[src/rtl/seg_scan_ctrl_pkg.sv]
// rtl/seg_scan_ctrl_pkg.sv - shared state encodings, segment patterns and helpers
package seg_scan_ctrl_pkg;

  typedef enum logic [1:0] {
    C_IDLE = 2'd0,
    C_SUB  = 2'd1,
    C_DONE = 2'd2
  } conv_state_e;

  typedef enum logic [1:0] {
    BLANK_U = 2'd0,
    SHOW_U  = 2'd1,
    BLANK_T = 2'd2,
    SHOW_T  = 2'd3
  } scan_state_e;

  // Segment order {g,f,e,d,c,b,a}, active-high
  localparam logic [6:0] SEG_0     = 7'h3F;
  localparam logic [6:0] SEG_1     = 7'h06;
  localparam logic [6:0] SEG_2     = 7'h5B;
  localparam logic [6:0] SEG_3     = 7'h4F;
  localparam logic [6:0] SEG_4     = 7'h66;
  localparam logic [6:0] SEG_5     = 7'h6D;
  localparam logic [6:0] SEG_6     = 7'h7D;
  localparam logic [6:0] SEG_7     = 7'h07;
  localparam logic [6:0] SEG_8     = 7'h7F;
  localparam logic [6:0] SEG_9     = 7'h6F;
  localparam logic [6:0] SEG_BLANK = 7'h00;

  localparam logic [1:0] SEL_NONE  = 2'b00;
  localparam logic [1:0] SEL_TENS  = 2'b01;
  localparam logic [1:0] SEL_UNITS = 2'b10;

  localparam logic [6:0] VALUE_MAX = 7'd99;

  function automatic logic [6:0] sat_value(input logic [6:0] v);
    return (v > VALUE_MAX) ? VALUE_MAX : v;
  endfunction

endpackage

[src/rtl/seg_scan_ctrl_if.sv]
// rtl/seg_scan_ctrl_if.sv - setpoint load handshake and display drive bundle
interface seg_scan_ctrl_if;
  logic [6:0] value;
  logic       value_load;
  logic       load_ready;
  logic       over_range;
  logic       frame_tick;
  logic [6:0] seg;
  logic [1:0] led_select;

  modport master (
    output value, value_load,
    input  load_ready, over_range, frame_tick, seg, led_select
  );

  modport slave (
    input  value, value_load,
    output load_ready, over_range, frame_tick, seg, led_select
  );
endinterface

[src/rtl/seg_scan_ctrl_seg7_decode.sv]
// rtl/seg_scan_ctrl_seg7_decode.sv - 4-bit digit to 7-segment pattern, combinational
module seg7_decode
  import seg_scan_ctrl_pkg::*;
(
  input  logic [3:0] digit_i,
  output logic [6:0] seg_o
);

  always_comb begin
    seg_o = SEG_BLANK;
    case (digit_i)
      4'd0:    seg_o = SEG_0;
      4'd1:    seg_o = SEG_1;
      4'd2:    seg_o = SEG_2;
      4'd3:    seg_o = SEG_3;
      4'd4:    seg_o = SEG_4;
      4'd5:    seg_o = SEG_5;
      4'd6:    seg_o = SEG_6;
      4'd7:    seg_o = SEG_7;
      4'd8:    seg_o = SEG_8;
      4'd9:    seg_o = SEG_9;
      default: seg_o = SEG_BLANK;
    endcase
  end

endmodule

[src/rtl/seg_scan_ctrl.sv]
// rtl/seg_scan_ctrl.sv - 2-digit multiplexed 7-segment scan controller with binary-to-BCD loader
module seg_scan_ctrl
  import seg_scan_ctrl_pkg::*;
#(
  parameter int unsigned SCAN_DIV  = 13500,
  parameter int unsigned BLANK_CYC = 64,
  parameter bit          LZ_BLANK  = 1'b1
) (
  input  logic            clk,
  input  logic            rst,
  seg_scan_ctrl_if.slave  bus
);

  localparam int unsigned CNT_W = $clog2(SCAN_DIV);
  localparam logic [CNT_W-1:0] SLOT_LAST  = CNT_W'(SCAN_DIV - 1);
  localparam logic [CNT_W-1:0] BLANK_LAST = CNT_W'(BLANK_CYC - 1);

  conv_state_e conv_q, conv_d;
  logic [6:0]  rem_q, rem_d;
  logic [3:0]  tens_acc_q, tens_acc_d;
  logic        over_range_q, over_range_d;
  logic        load_ready_q, load_ready_d;
  logic        pending_q, pending_d;
  logic [3:0]  pend_t_q, pend_t_d;
  logic [3:0]  pend_u_q, pend_u_d;

  scan_state_e scan_q, scan_d;
  logic [CNT_W-1:0] cnt_q, cnt_d;
  logic        frame_tick_q, frame_tick_d;
  logic [3:0]  shown_t_q, shown_t_d;
  logic [3:0]  shown_u_q, shown_u_d;
  logic [6:0]  seg_q, seg_d;
  logic [1:0]  sel_q, sel_d;

  logic        enter_bu;
  logic [3:0]  dec_digit;
  logic [6:0]  dec_seg;

  // Sequential subtract-by-10: one tens step per cycle, then hand off to the scan side
  always_comb begin
    conv_d       = conv_q;
    rem_d        = rem_q;
    tens_acc_d   = tens_acc_q;
    over_range_d = over_range_q;
    load_ready_d = load_ready_q;
    pend_t_d     = pend_t_q;
    pend_u_d     = pend_u_q;
    case (conv_q)
      C_IDLE: begin
        if (bus.value_load && load_ready_q) begin
          rem_d        = sat_value(bus.value);
          tens_acc_d   = 4'd0;
          over_range_d = (bus.value > VALUE_MAX);
          load_ready_d = 1'b0;
          conv_d       = C_SUB;
        end
      end
      C_SUB: begin
        if (rem_q >= 7'd10) begin
          rem_d      = rem_q - 7'd10;
          tens_acc_d = tens_acc_q + 4'd1;
        end else begin
          conv_d = C_DONE;
        end
      end
      C_DONE: begin
        pend_t_d     = tens_acc_q;
        pend_u_d     = rem_q[3:0];
        load_ready_d = 1'b1;
        conv_d       = C_IDLE;
      end
      default: conv_d = C_IDLE;
    endcase
  end

  always_comb begin
    scan_d   = scan_q;
    cnt_d    = cnt_q + CNT_W'(1);
    enter_bu = 1'b0;
    case (scan_q)
      BLANK_U: if (cnt_q == BLANK_LAST) scan_d = SHOW_U;
      SHOW_U: begin
        if (cnt_q == SLOT_LAST) begin
          scan_d = BLANK_T;
          cnt_d  = '0;
        end
      end
      BLANK_T: if (cnt_q == BLANK_LAST) scan_d = SHOW_T;
      SHOW_T: begin
        if (cnt_q == SLOT_LAST) begin
          scan_d   = BLANK_U;
          cnt_d    = '0;
          enter_bu = 1'b1;
        end
      end
      default: begin
        scan_d = BLANK_U;
        cnt_d  = '0;
      end
    endcase
  end

  // A C_DONE landing on the frame edge sees pending_q still clear, so it waits a frame
  always_comb begin
    frame_tick_d = enter_bu;
    shown_t_d    = shown_t_q;
    shown_u_d    = shown_u_q;
    pending_d    = pending_q;
    if (enter_bu && pending_q) begin
      shown_t_d = pend_t_q;
      shown_u_d = pend_u_q;
      pending_d = 1'b0;
    end
    if (conv_q == C_DONE) pending_d = 1'b1;
  end

  assign dec_digit = (scan_q == SHOW_T) ? shown_t_q : shown_u_q;

  seg7_decode u_decode (
    .digit_i (dec_digit),
    .seg_o   (dec_seg)
  );

  always_comb begin
    sel_d = SEL_NONE;
    seg_d = SEG_BLANK;
    case (scan_q)
      SHOW_U: begin
        sel_d = SEL_UNITS;
        seg_d = dec_seg;
      end
      SHOW_T: begin
        if (!(LZ_BLANK && (shown_t_q == 4'd0))) begin
          sel_d = SEL_TENS;
          seg_d = dec_seg;
        end
      end
      default: begin
        sel_d = SEL_NONE;
        seg_d = SEG_BLANK;
      end
    endcase
  end

  always_ff @(posedge clk) begin
    if (rst) begin
      conv_q       <= C_IDLE;
      rem_q        <= '0;
      tens_acc_q   <= '0;
      over_range_q <= 1'b0;
      load_ready_q <= 1'b1;
      pending_q    <= 1'b0;
      pend_t_q     <= '0;
      pend_u_q     <= '0;
      scan_q       <= BLANK_U;
      cnt_q        <= '0;
      frame_tick_q <= 1'b0;
      shown_t_q    <= '0;
      shown_u_q    <= '0;
      seg_q        <= SEG_BLANK;
      sel_q        <= SEL_NONE;
    end else begin
      conv_q       <= conv_d;
      rem_q        <= rem_d;
      tens_acc_q   <= tens_acc_d;
      over_range_q <= over_range_d;
      load_ready_q <= load_ready_d;
      pending_q    <= pending_d;
      pend_t_q     <= pend_t_d;
      pend_u_q     <= pend_u_d;
      scan_q       <= scan_d;
      cnt_q        <= cnt_d;
      frame_tick_q <= frame_tick_d;
      shown_t_q    <= shown_t_d;
      shown_u_q    <= shown_u_d;
      seg_q        <= seg_d;
      sel_q        <= sel_d;
    end
  end

  assign bus.load_ready = load_ready_q;
  assign bus.over_range = over_range_q;
  assign bus.frame_tick = frame_tick_q;
  assign bus.seg        = seg_q;
  assign bus.led_select = sel_q;

endmodule

[src/flat_wrapper.sv]
// flat-port wrapper written by rule: the top's interface ports become plain ports
module seg_scan_ctrl_flat import seg_scan_ctrl_pkg::*;
#(
  parameter int unsigned SCAN_DIV  = 13500,
  parameter int unsigned BLANK_CYC = 64,
  parameter bit          LZ_BLANK  = 1'b1
)
  (clk, rst, bus_value, bus_value_load, bus_load_ready, bus_over_range, bus_frame_tick, bus_seg, bus_led_select);
  seg_scan_ctrl_if bus_i ();
  input  logic clk;
  input  logic rst;
  input wire logic [$bits(bus_i.value)-1:0] bus_value;
  input wire logic [$bits(bus_i.value_load)-1:0] bus_value_load;
  output wire logic [$bits(bus_i.load_ready)-1:0] bus_load_ready;
  output wire logic [$bits(bus_i.over_range)-1:0] bus_over_range;
  output wire logic [$bits(bus_i.frame_tick)-1:0] bus_frame_tick;
  output wire logic [$bits(bus_i.seg)-1:0] bus_seg;
  output wire logic [$bits(bus_i.led_select)-1:0] bus_led_select;
  assign bus_i.value = bus_value;
  assign bus_i.value_load = bus_value_load;
  assign bus_load_ready = bus_i.load_ready;
  assign bus_over_range = bus_i.over_range;
  assign bus_frame_tick = bus_i.frame_tick;
  assign bus_seg = bus_i.seg;
  assign bus_led_select = bus_i.led_select;
  seg_scan_ctrl #(.SCAN_DIV(SCAN_DIV), .BLANK_CYC(BLANK_CYC), .LZ_BLANK(LZ_BLANK)) u_core (.clk(clk), .rst(rst), .bus(bus_i));
endmodule
[config.mk]
export PLATFORM = sky130hd
export DESIGN_NAME = seg_scan_ctrl_flat
export DESIGN_NICKNAME = d
export VERILOG_FILES = /design/src/rtl/seg_scan_ctrl_pkg.sv /design/src/rtl/seg_scan_ctrl_if.sv /design/src/rtl/seg_scan_ctrl_seg7_decode.sv /design/src/rtl/seg_scan_ctrl.sv /design/src/flat_wrapper.sv
export SDC_FILE = /design/constraint.sdc
export NUM_CORES = 1
export LEC_CHECK = 0
export ABC_AREA = 1
export BUFFER_PORTS_ARGS = -buffer_cell sky130_fd_sc_hd__clkbuf_2
export CAP_MARGIN = 10
export CORE_MARGIN = 5
export CORE_UTILIZATION = 32
export CTS_CLUSTER_DIAMETER = 50
export CTS_CLUSTER_SIZE = 20
export DETAILED_ROUTE_END_ITERATION = 7
export PLACE_DENSITY = 0.5
export SYNTH_ARGS = -nofsm -noshare
export SYNTH_HDL_FRONTEND = slang
export SYNTH_SLANG_ARGS = --single-unit
[constraint.sdc]
create_clock -name clk -period 2.15 [get_ports clk]
set_clock_uncertainty 0.2 [all_clocks]
set_input_delay 0.1075 -clock clk [delete_from_list [all_inputs] [get_ports clk]]
set_output_delay 0.1075 -clock clk [all_outputs]
set_load 0.03 [all_outputs]
[After elaboration in Yosys (flattened, before gate mapping)]
Memory sizes are Yosys's and may differ from the RTL's.
Index checks and enable logic that the tools add are counted.
Operators by class
  add/sub/neg operators: 3
  $lt $le $gt $ge: 2
  equality and inequality tests: 14
  mux-type cells: 28
  reduce and logical (&&, ||, !) cells: 14
Operators with widths (count)
  14-bit 2-to-1 mux: 2
  7-bit 2-to-1 mux: 4
  7-bit one-hot mux with 2 select lines: 2
  14-bit by 1-bit adder with 14-bit output (second input constant): 1
  14-bit equality test (second input constant): 1
  14-bit by 6-bit equality test with 1-bit output (second input constant): 1
  2-bit 2-to-1 mux: 6
  4-bit 2-to-1 mux: 3
  2-bit by 1-bit != test with 1-bit output (second input constant): 6
  2-bit one-hot mux with 2 select lines: 2
  2-bit one-hot mux with 4 select lines: 1
  4-bit one-hot mux with 2 select lines: 1
  7-bit by 4-bit greater-or-equal comparator with 1-bit output (second input constant): 1
  7-bit greater-than comparator (second input constant): 1
  7-bit by 4-bit subtractor with 7-bit output (second input constant): 1
  2-bit equality test (second input constant): 3
  1-bit 2-to-1 mux: 6
  2-bit AND reduction: 3
  2-bit nonzero test: 3
  4-bit by 1-bit adder with 4-bit output (second input constant): 1
  2-bit by 1-bit equality test with 1-bit output (second input constant): 2
  2-bit zero test: 2
  4-bit zero test: 1
  4-bit AND reduction: 1
  5 further kinds: 6
Storage, ports and cells
  flip-flop bits (word level): 58
  bits in read-only memories: 112
  bits of input ports: 10
  output and inout port bits: 12
  logic and storage cells: 77
  memories kept: 1
Memories
  (no name shown): depth 16, bits a word 7, read ports 1, clocked after Yosys merged registers in 0, write ports 0, line seg_scan_ctrl_seg7_decode.sv:11  | case (digit_i)

[Depth between registers and ports, before layout]
Gate-level depths: netlist of run 1.
  depth after elaboration: 6
  mapped depth: 11
  gate-level depth less buffers: 10

[Modules after synthesis]
Synthesis of run 1 repeated with hierarchy kept, for this count alone.
Unflattened totals
  cell total of the unflattened synthesis: 422
  area, all modules: 2904.0 µm²
Modules (own cells, without submodules)
  seg_scan_ctrl: instances 1, cells an instance 383, area an instance 2693.8 µm², seq. area each 1161.1 µm²
  seg7_decode: instances 1, cells an instance 39, area an instance 210.2 µm², seq. area each 0.0 µm²

[Worst setup path after synthesis of run 1]
OpenSTA, ideal clock, no wires.
  path type: reg-to-reg
  start: register u_core.scan_q[0]
  end: register u_core.seg_q[0], in the netlist u_core.bus.seg[0]
  library setup time: 65 ps
  data arrival time: 1698 ps
  required time: 1885 ps
  path slack: 188 ps
  stages on the path, launching flop included: 9
  path buffers: 1
  clock period less this slack: 1962 ps
  cell sequence: dfxtp_1 > ha_1 > buf_6 > o21ai_0 > inv_1 > ha_1 > o21ai_0 > nor2_1 > nor2_1
Between the ends
  word-level cells in the longest chain between the ends: 5
  elaborated cells between the ends (all ways): 6
  classes of those cells: 2 x eq/ne; 3 x mux; 1 x memory
RTL lines
  start: declaration: line seg_scan_ctrl.sv:27  | scan_state_e scan_q, scan_d;
  start signal: assignment: line seg_scan_ctrl.sv:171  | scan_q <= scan_d;
  2-bit equality test: line seg_scan_ctrl.sv:117, seg_scan_ctrl.sv:127
  4-bit 2-to-1 mux: line seg_scan_ctrl.sv:117  | assign dec_digit = (scan_q == SHOW_T) ? shown_t_q : shown_u_q;
  memory 16 x 7 bit
  7-bit 2-to-1 mux: line seg_scan_ctrl.sv:133  | if (!(LZ_BLANK && (shown_t_q == 4'd0))) begin
  7-bit one-hot mux with 2 select lines *: line seg_scan_ctrl.sv:127  | case (scan_q)
  end signal: assignment: line seg_scan_ctrl.sv:176  | seg_q <= seg_d;
  end: declaration: line seg_scan_ctrl.sv:32  | logic [6:0] seg_q, seg_d;
Every way passes the cells marked *; elsewhere a longest branch is shown, timed or not.
A chain may end at the register's enable or synchronous reset.

[Final worst setup path of run 1]
  start: register u_core.scan_q[0]
  end: register u_core.seg_q[3], in the netlist u_core.bus.seg[3]
Same word-level chain as after synthesis.

==> results of run 1 <==
==> power by group <==
group	switching (mW)	total, mW	internal (mW)
combinational	0.207	0.331	0.123
clock	0.429	0.956	0.527
sequential	0.0444	1.18	1.13
total	0.681	2.46	1.78
==> synth_stat cells (2+ instances only) <==
cell type,n,area share (%)
sky130_fd_sc_hd__xnor2_1,2,0.61
sky130_fd_sc_hd__xor2_1,4,1.2
sky130_fd_sc_hd__o21ai_0,20,3.5
sky130_fd_sc_hd__inv_1,49,6.4
sky130_fd_sc_hd__nor2_2,2,0.44
sky130_fd_sc_hd__nand3_2,2,0.70
sky130_fd_sc_hd__ha_1,13,5.7
sky130_fd_sc_hd__nand2_1,97,13
sky130_fd_sc_hd__nand3_1,27,4.7
sky130_fd_sc_hd__nor3_1,5,0.88
sky130_fd_sc_hd__nand3b_1,2,0.53
sky130_fd_sc_hd__a21oi_1,29,5.1
sky130_fd_sc_hd__o21ai_2,3,0.92
sky130_fd_sc_hd__buf_6,2,0.79
sky130_fd_sc_hd__buf_2,3,0.53
sky130_fd_sc_hd__nand4_1,2,0.44
sky130_fd_sc_hd__nor2_1,75,9.9
sky130_fd_sc_hd__buf_4,2,0.53
sky130_fd_sc_hd__dfxtp_1,58,41
==> logic make-up after synthesis <==
group / Yosys count
simple gates: 217
buf+inv: 59
compound gates: 58
flops: 58
fa+ha+maj: 13
xor+xnor: 6
==> worst reg2reg max path: stages (launching register included) <==
cell,delay [ps]
sky130_fd_sc_hd__dfxtp_1,340
sky130_fd_sc_hd__ha_1,260
sky130_fd_sc_hd__buf_4,170
sky130_fd_sc_hd__nand2_1,60
sky130_fd_sc_hd__o21a_1,200
sky130_fd_sc_hd__inv_1,80
sky130_fd_sc_hd__ha_1,280
sky130_fd_sc_hd__nor2_1,140
sky130_fd_sc_hd__nor2_1,70
sky130_fd_sc_hd__nor2_1,110
==> sequential cells by signal, indices dropped and copies added (netlist names) <==
| name | flops |
|---|---|
| u_core.bus.led_select | 2 |
| u_core.bus.load_ready | 1 |
| u_core.cnt_q | 14 |
| u_core.bus.seg | 7 |
| u_core.bus.frame_tick | 1 |
| u_core.shown_u_q | 4 |
| u_core.pending_q | 1 |
| u_core.shown_t_q | 4 |
| u_core.tens_acc_q | 4 |
| u_core.scan_q | 2 |
| u_core.pend_t_q | 4 |
| u_core.rem_q | 7 |
| u_core.pend_u_q | 4 |
| u_core.bus.over_range | 1 |
| u_core.conv_q | 2 |
==> final cells by class <==
cell class	count	area, µm²	share of cell area (%)
sequential	58	1161	34.42
clock buffer	10	127.6	3.783
multi-input combinational	294	1460	43.29
inverter	51	191.4	5.675
tap	108	135.1	4.006
timing repair buffer	36	240.2	7.122
clock inverter	6	57.56	1.706
==> metrics by stage <==
stage / cell area, µm² / hold WS (ps) / power, mW
floorplan: 2858 / 37.70 / 1.439
global placement: 3087 / 141.8 / 1.512
detailed placement: 3087 / 149.8 / 1.514
CTS: 3372 / 29.90 / 2.505
global route: 3373 / 17.46 / 2.620
finish: 3373 / 3.772 / 2.465
==> what timing repair did <==
action | 4_1_cts | 5_1_grt
gates resized for setup | 0 | 3
hold buffers | 10 | 0
hold endpoints to repair | 16 | 0
setup endpoints to repair | 0 | 7
==> worst max-delay path by stage <==
stage | start | end | slack [ps] | cells after the start
after floorplan | u_core.scan_q[0] | u_core.bus.seg[0] | 190 | 8
after global placement | u_core.scan_q[0] | u_core.bus.seg[0] | 170 | 7
after CTS | bus_value[4] | u_core.bus.over_range | 20 | 8
after detailed placement | u_core.scan_q[0] | u_core.bus.seg[3] | 80 | 7
final | u_core.scan_q[0] | u_core.bus.seg[3] | 190 | 9
after global routing | u_core.scan_q[0] | u_core.bus.seg[3] | 20 | 8
==> layer usage <==
metal | part of all wire (%) | wire length [µm] | GRT usage, %
met1 | 51 | 3126 | 15.69
met2 | 43 | 2677 | 18.10
met3 | 4.9 | 301 | 3.538
met4 | 1.3 | 81 | 5.273
met5 | 0 | 0 | 0
==> run summary, run 1 <==
- areal power density over the cells: 730.7 nW/µm²
- TritonCTS Buffers: 9
- post-CTS clock slew at the launch and capture registers of the worst setup and hold paths: 70 ps
- final cell count without fillers: 563
- clk sink count: 58
- kind of cell with the highest combined delay on the critical path: adder cells
- worst path cell trace: ha_1 > buf_4 > nand2_1 > o21a_1 > inv_1 > ha_1 > nor2_1 > nor2_1 > nor2_1
- number of distinct library cell variants in the gate-level netlist after synthesis: 33
- count of buffer and inverter cells on the critical path: 2
- Filler Cells Inserted: 931
- maximum buffer depth of the clock tree: 2
- type of destination of the critical path: flip-flop
- portion of netlist area occupied by mux cells: 0%
- accumulated negative setup slack: 0 ps
- Final Cycle Share: 91.15%
- Crit path largest cell delay: 340 ps
- result of the run: finished, final reports clean
- RSZ-0062 raised after global routing: no
- start of the worst register-to-register path: u_core.scan_q[0]
- CP Data Arrival Time: 2030 ps
- start point of the worst hold path: bus_value_load
- TritonRoute pass-1 iters: 4
- via count of the first global-routing pass: 2,379
- EDFF count, synth: 0
- I/O Pins: 22
- Peak Freq: 510.3 MHz
- leakage component of the power: 1.510 nW
- number of instances in the placed design: 538
- dominant combinational cell family by area after synthesis: simple AND/OR/NAND/NOR gates
- utilization after layout: 38.68%
- most common cell after layout, fill and taps aside: sky130_fd_sc_hd__nand2_1
- wire length of the first global-routing pass: 10,840 µm
- Post-DP HPWL: 4442 µm
- Chip Width: 104.5 µm
- antenna cells: 0
- Row Count: 34
- number of nets in the final layout: 473
- Critical Path Start Type: flip-flop
- maximum number of pins on one net before global-route repair: 25
- global-route congestion overflow total: 0
- GRT Resource Usage Total: 11.95%
- Crit path required time: 2220 ps
- CTS tree: built
- synthesized-area fraction occupied by xor and xnor cells: 1.839%
- Worst R2R End: u_core.bus.seg[3]
- top flip-flop cell by instance count after synthesis: sky130_fd_sc_hd__dfxtp_1
- clock period minus final worst setup slack: 1960 ps
- commonest cells after routing, fill and taps aside: 97 x sky130_fd_sc_hd__nand2_1, 75 x sky130_fd_sc_hd__nor2_1, 58 x sky130_fd_sc_hd__dfxtp_1, 49 x sky130_fd_sc_hd__inv_1, 29 x sky130_fd_sc_hd__a21oi_1
- adder-cell share of the synthesized area: 5.692%
- Initial Util: 32.77%
- Post-Route WL: 6186 µm
- setup slack of the most critical reg-to-reg path: 190 ps
- compound-cell area share of the yosys netlist: 11.30%
- Setup Buffers After CTS: 0
- area of the placeable core: 8721 µm²
- DRC violations left: 0
- remaining antenna violation count: 0
- clock latency at the later pin of the worst-skew pair: 330 ps
- mean instance size in the synthesized netlist: 6.953 µm²
- actual slew at the worst max-slew pin: 476.5 ps
- number of levels the H-tree was split into: 3
- final number of hold-violating endpoints: 0
- count of mapped cells out of synthesis: 411
- Slew headroom: 68.23%
- area growth from synthesis to layout: 18.04%
- Seq/Total Area, Yosys: 40.63%
- Synth async-reset ratio: 0%
- final worst setup slack: 190.3 ps
- Final setup violation count: 0
- routability congestion estimate from global placement: 0.7900
- buffers added on ports: 21
- worst reg-to-reg path cell count: 9
- Clk Tree Root Cell: sky130_fd_sc_hd__clkbuf_8
- initial antenna violation count: 0
- Place WS: 80.44 ps
- critical path type: flip-flop to flip-flop
- destination of the worst hold path: u_core.bus.over_range
- Vias: 2,538
- layout cell share with drive strength beyond 1: 12.31%
- Max-Cap Viols: 0
- final number of max-transition violations: 0
- highest-delay cell along the critical path: sky130_fd_sc_hd__dfxtp_1
- worst hold path depth: 4
- number of flip-flops and latches in the synthesized netlist: 58
- Die Outline Area: 10,920 µm²
- post-detailed-route wirelength per cell: 10.99 µm
- CP dominant cell by count: sky130_fd_sc_hd__nor2_1
- number of vias per cell: 4.508
- Die Span Y: 104.5 µm
- synthesized-area fraction occupied by and/or/nand/nor cells: 31.87%
- number of violations reported at the end of detailed-routing iteration 0: 94
- highest fanout seen on the critical path: 5
- highest ir drop seen on vdd: 0.0004122 V
- count of synthesis-stage warnings from yosys: 0
- syn_nets: 434
- Worst Hold Class: input pin to flip-flop
- Netlist Area Pre-Place: 2858 µm²
Power figures use the tool's default switching activity.
==> inputs of run 2 (changes only) <==
MAX_ROUTING_LAYER = met4   (was unset)
==> run summary, run 2 (synthesized netlist as in run 1, its figures left out) <==
- Crit path largest cell delay: 340 ps
- worst path cell trace: ha_1 > buf_4 > nand2_1 > o21a_1 > inv_1 > ha_1 > nor2_1 > nor2_1 > nor2_1
- highest-delay cell along the critical path: sky130_fd_sc_hd__dfxtp_1
- Final setup violation count: 0
- utilization after layout: 38.68%
- Peak Freq: 510.3 MHz
- RSZ-0062 raised after global routing: no
- total chip power: 2.461 mW
- final number of max-transition violations: 0
- Crit path required time: 2220 ps
- standard cell area after detailed placement: 3087 µm²
- Post-DP HPWL: 4442 µm
- global-route congestion overflow total: 0
- kind of cell with the highest combined delay on the critical path: adder cells
- buffers added on ports: 21
- largest register by flop count: u_core.cnt_q
- Clk Tree Root Cell: sky130_fd_sc_hd__clkbuf_8
- Place WS: 80.44 ps
- Worst Hold Class: input pin to flip-flop
- CP Data Arrival Time: 2030 ps
- critical path type: flip-flop to flip-flop
- highest fanout seen on the critical path: 5
- highest ir drop seen on vdd: 0.0004109 V
- TritonCTS Buffers: 9
- number of vias per cell: 4.483
- initial antenna violation count: 0
- number of levels the H-tree was split into: 3
- Vias: 2,524
- clk sink count: 58
- Post-Route WL: 6168 µm
- Initial Util: 32.77%
- TritonRoute pass-1 iters: 4
- Slew headroom: 68.31%
- Max-Cap Viols: 0
- number of instances in the placed design: 538
- commonest cells after routing, fill and taps aside: 97 x sky130_fd_sc_hd__nand2_1, 75 x sky130_fd_sc_hd__nor2_1, 58 x sky130_fd_sc_hd__dfxtp_1, 49 x sky130_fd_sc_hd__inv_1, 29 x sky130_fd_sc_hd__a21oi_1
- Die Span Y: 104.5 µm
- area growth from synthesis to layout: 18.04%
- antenna cells: 0
- via count of the first global-routing pass: 2,379
- post-detailed-route wirelength per cell: 10.96 µm
- result of the run: finished, final reports clean
- leakage component of the power: 1.510 nW
- routability congestion estimate from global placement: 0.8011
- wire length of the first global-routing pass: 10,840 µm
- Critical Path Start Type: flip-flop
- CTS tree: built
- number of flip-flops under the largest register name: 14
- worst hold margin: 6.217 ps
- final number of hold-violating endpoints: 0
- Final Cycle Share: 91.15%
- count of buffer and inverter cells on the critical path: 2
- accumulated negative setup slack: 0 ps
- DRC violations left: 0
- Setup Buffers After CTS: 0
- layout cell share with drive strength beyond 1: 12.31%
- clock period minus final worst setup slack: 1960 ps
- maximum buffer depth of the clock tree: 2
- GRT Resource Usage Total: 12.30%
- type of destination of the critical path: flip-flop
- I/O Pins: 22
- design area: 3373 µm²
- area of the placeable core: 8721 µm²
- final cell count without fillers: 563
- Row Count: 34
- number of violations reported at the end of detailed-routing iteration 0: 94
- final worst setup slack: 190.3 ps
- actual slew at the worst max-slew pin: 475.2 ps
- number of nets in the final layout: 473
- areal power density over the cells: 729.5 nW/µm²
- maximum number of pins on one net before global-route repair: 25
- remaining antenna violation count: 0
- clock latency at the later pin of the worst-skew pair: 330 ps
- post-CTS clock slew at the launch and capture registers of the worst setup and hold paths: 70 ps
- CP dominant cell by count: sky130_fd_sc_hd__nor2_1
- Die Outline Area: 10,920 µm²
- most common cell after layout, fill and taps aside: sky130_fd_sc_hd__nand2_1
- Chip Width: 104.5 µm
## run 2: cell counts in the layout (fill, tap and decap cells not counted)
Identical to the previous run, type by type.
## run 2: metal layers
layer | GRT usage, % | wire length (µm)
met1 | 15.73 | 3120
met2 | 18.10 | 2694
met3 | 3.476 | 300
met4 | 5.273 | 53
met5 | - | 0
## run 2: layout make-up
class                   count  area (µm²)
clock buffers              10       127.6
clock inverters             6       57.56
fillers                   931        5348
inverters                  51       191.4
multi-input cells         294        1460
flip-flops and latches     58        1161
well taps                 108       135.1
repair buffers             36       240.2
## run 2: what timing repair did
item / CTS / global route
hold buffers: 10 / 0
resized for setup: 0 / 3
endpoints found under the setup margin: 0 / 7
hold endpoints to repair: 16 / 0
## run 2: where the power goes
group	internal (mW)	switching (mW)	total, mW
combinational	0.123	0.207	0.330
clock	0.527	0.426	0.952
sequential	1.13	0.0444	1.18
## run 2: final timing paths
path	start	end	slack (ps)	depth (start not counted)
worst min register to register	u_core.cnt_q[0]	u_core.cnt_q[0]	260	1
worst min-delay path	bus_value_load	u_core.bus.over_range	6	4
worst max register to register	u_core.scan_q[0]	u_core.bus.seg[3]	190	9
worst max-delay path	u_core.scan_q[0]	u_core.bus.seg[3]	190	9
## run 2: tightest hold or removal path, delay by kind of cell
family                 cells  cell delay, ps
AOI/OAI and AO/OA          1             130
buffers and inverters      1              80
and+or+nand+nor            2             180
==> inputs of run 3 (changes only) <==
CORE_MARGIN = unset   (was 5)
==> run summary, run 3 (synthesized netlist as in run 1, its figures left out) <==
- worst hold path depth: 7
- Met3 Wirelength: 176 µm
- cell depth of the worst setup path: 7
- layout cell share with drive strength beyond 1: 12.50%
- antenna cells: 0
- kind of cell with the highest combined delay on the critical path: adder cells
- design internal power: 1.784 mW
- CP Data Arrival Time: 1980 ps
- accumulated negative setup slack: 0 ps
- detailed-routing wirelength on met1: 3037 µm
- RSZ-0062 raised after global routing: no
- share of power burned in registers: 47.7%
- multi-input logic area: 1449 µm²
- count of buffer and inverter cells on the critical path: 1
- DR top layer: met4
- TritonRoute pass-1 iters: 6
- Critical Path Start Type: flip-flop
- Worst Hold Class: input pin to flip-flop
- highest ir drop seen on vdd: 0.0003888 V
- share of total power consumed by net switching: 27.78%
- maximum number of pins on one net before global-route repair: 27
- area of the placeable core: 8678 µm²
- GRT Resource Usage Total: 14.99%
- worst path cell trace: ha_1 > o21a_1 > inv_1 > ha_1 > nor2_1 > nor2_1 > nor2_1
- total chip power: 2.471 mW
- type of destination of the critical path: flip-flop
- CTS tree: built
- Peak Freq: 523.9 MHz
- Final Cycle Share: 88.78%
- met2 layer wire length in the routed design: 2782 µm
- areal power density over the cells: 733.8 nW/µm²
- most common cell after layout, fill and taps aside: sky130_fd_sc_hd__nand2_1
- CP dominant cell by count: sky130_fd_sc_hd__nor2_1
- net switching power figure: 0.6862 mW
- Clk Tree Root Cell: sky130_fd_sc_hd__clkbuf_8
- wire length of the first global-routing pass: 10,470 µm
- largest register by flop count: u_core.cnt_q
- TritonCTS Buffers: 9
- via count of the first global-routing pass: 2,324
- actual slew at the worst max-slew pin: 407.0 ps
- number of nets in the final layout: 474
- final number of max-transition violations: 0
- Die Outline Area: 9312 µm²
- DRC violations left: 0
- Slew headroom: 72.69%
- Setup Buffers After CTS: 0
- Max-Cap Viols: 0
- clk sink count: 58
- Vias: 2,510
- combinational share of power: 13.3%
- final number of hold-violating endpoints: 0
- result of the run: finished, final reports clean
- Row Count: 34
- Chip Width: 96.50 µm
- Filler Cells Inserted: 975
- routability congestion estimate from global placement: 0.8019
- number of flip-flops under the largest register name: 14
- clock latency at the later pin of the worst-skew pair: 330 ps
- clock period minus final worst setup slack: 1909 ps
- global-route congestion overflow total: 0
- remaining antenna violation count: 0
- highest fanout seen on the critical path: 8
- worst hold margin: 41.29 ps
- area growth from synthesis to layout: 17.82%
- initial antenna violation count: 0
- leakage component of the power: 1.516 nW
- buffers added on ports: 21
- Post-DP HPWL: 4278 µm
- Initial Util: 32.93%
- number of vias per cell: 4.450
- commonest cells after routing, fill and taps aside: 97 x sky130_fd_sc_hd__nand2_1, 75 x sky130_fd_sc_hd__nor2_1, 58 x sky130_fd_sc_hd__dfxtp_1, 49 x sky130_fd_sc_hd__inv_1, 29 x sky130_fd_sc_hd__a21oi_1
- Die Span Y: 96.50 µm
- worst reg-to-reg path cell count: 7
- Crit path required time: 2220 ps
- number of violations reported at the end of detailed-routing iteration 0: 112
- Final setup violation count: 0
- number of levels the H-tree was split into: 3
- maximum buffer depth of the clock tree: 2
- I/O Pins: 22
- count of cells resized by post-cts repair: 0
- Storage cell area: 1161 µm²
- clock group share of total power: 39.0%
- critical path type: flip-flop to flip-flop
- Post-Route WL: 6092 µm
- post-detailed-route wirelength per cell: 10.80 µm
- highest-delay cell along the critical path: sky130_fd_sc_hd__dfxtp_1
- Crit path largest cell delay: 380 ps
- post-CTS clock slew at the launch and capture registers of the worst setup and hold paths: 70 ps
## run 3: changes by cell type in the layout (fill, tap and decap cells not counted)
cell / before / now
sky130_fd_sc_hd__buf_4: 6 / 8
sky130_fd_sc_hd__nor3_4: 1 / 0
sky130_fd_sc_hd__nand3_1: 26 / 27
sky130_fd_sc_hd__nand3_2: 3 / 2
sky130_fd_sc_hd__nor3_2: 0 / 1
sky130_fd_sc_hd__o21ai_0: 19 / 20
sky130_fd_sc_hd__dlygate4sd3_1: 9 / 8
sky130_fd_sc_hd__o21ai_1: 2 / 1
## run 3: metrics by stage
stage | std cells | instance area, µm² | utilization [%] | setup WS, ps
floorplan | 411 | 2858 | - | 187.8
global placement | 540 | 3102 | 35.74 | 308.4
detailed placement | 540 | 3102 | 35.74 | 254.1
CTS | 564 | 3367 | 38.80 | 229.6
global route | 564 | 3367 | 38.80 | 47.33
finish | 564 | 3367 | 38.80 | 241.2
## run 3: path summary, 6_finish.rpt
check	start	endpoint	slack [ps]
hold / removal	bus_value[1]	u_core.rem_q[1]	40
setup / recovery	u_core.scan_q[0]	u_core.bus.seg[3]	240
hold reg to reg	u_core.cnt_q[0]	u_core.cnt_q[0]	250
setup reg to reg	u_core.scan_q[0]	u_core.bus.seg[3]	240
## run 3: repair_timing
action	CTS	global route
setup endpoints to repair	0	0
hold buffers	8	0
hold endpoints to repair	17	0
## run 3: power by group through the flow
stage	registers [mW]	clock network, mW	logic [mW]
3_5_place_dp	1.20	0	0.317
6_report	1.18	0.964	0.329
2_1_floorplan	1.20	0	0.237
3_3_place_gp	1.20	0	0.318
5_1_grt	1.19	1.05	0.377
4_1_cts	1.18	1.00	0.331
## run 3: worst reg2reg max path: cells and delay by family, from the launching register on
kind                       cells  cell delay, ps
DFF                            1             380
AOI/OAI and AO/OA              1             270
buffers and inverters          1              90
and+or+nand+nor                3             310
adders and majority gates      2             610
## run 3: metal layers
metal | GRT usage (%) | vias to the layer above
met5 | - | -
met2 | 23.65 | 35
met4 | 4.534 | 0
li1 | - | 1372
met1 | 18.57 | 1096
met3 | 4.225 | 7
## run 3: cell type report
cell class	count	area share, %
Multi-Input combinational cell	294	43.03
Tap cell	108	4.013
Sequential cell	58	34.49
Timing Repair Buffer	37	7.284
Clock inverter	6	1.709
Inverter	51	5.686
Clock buffer	10	3.790
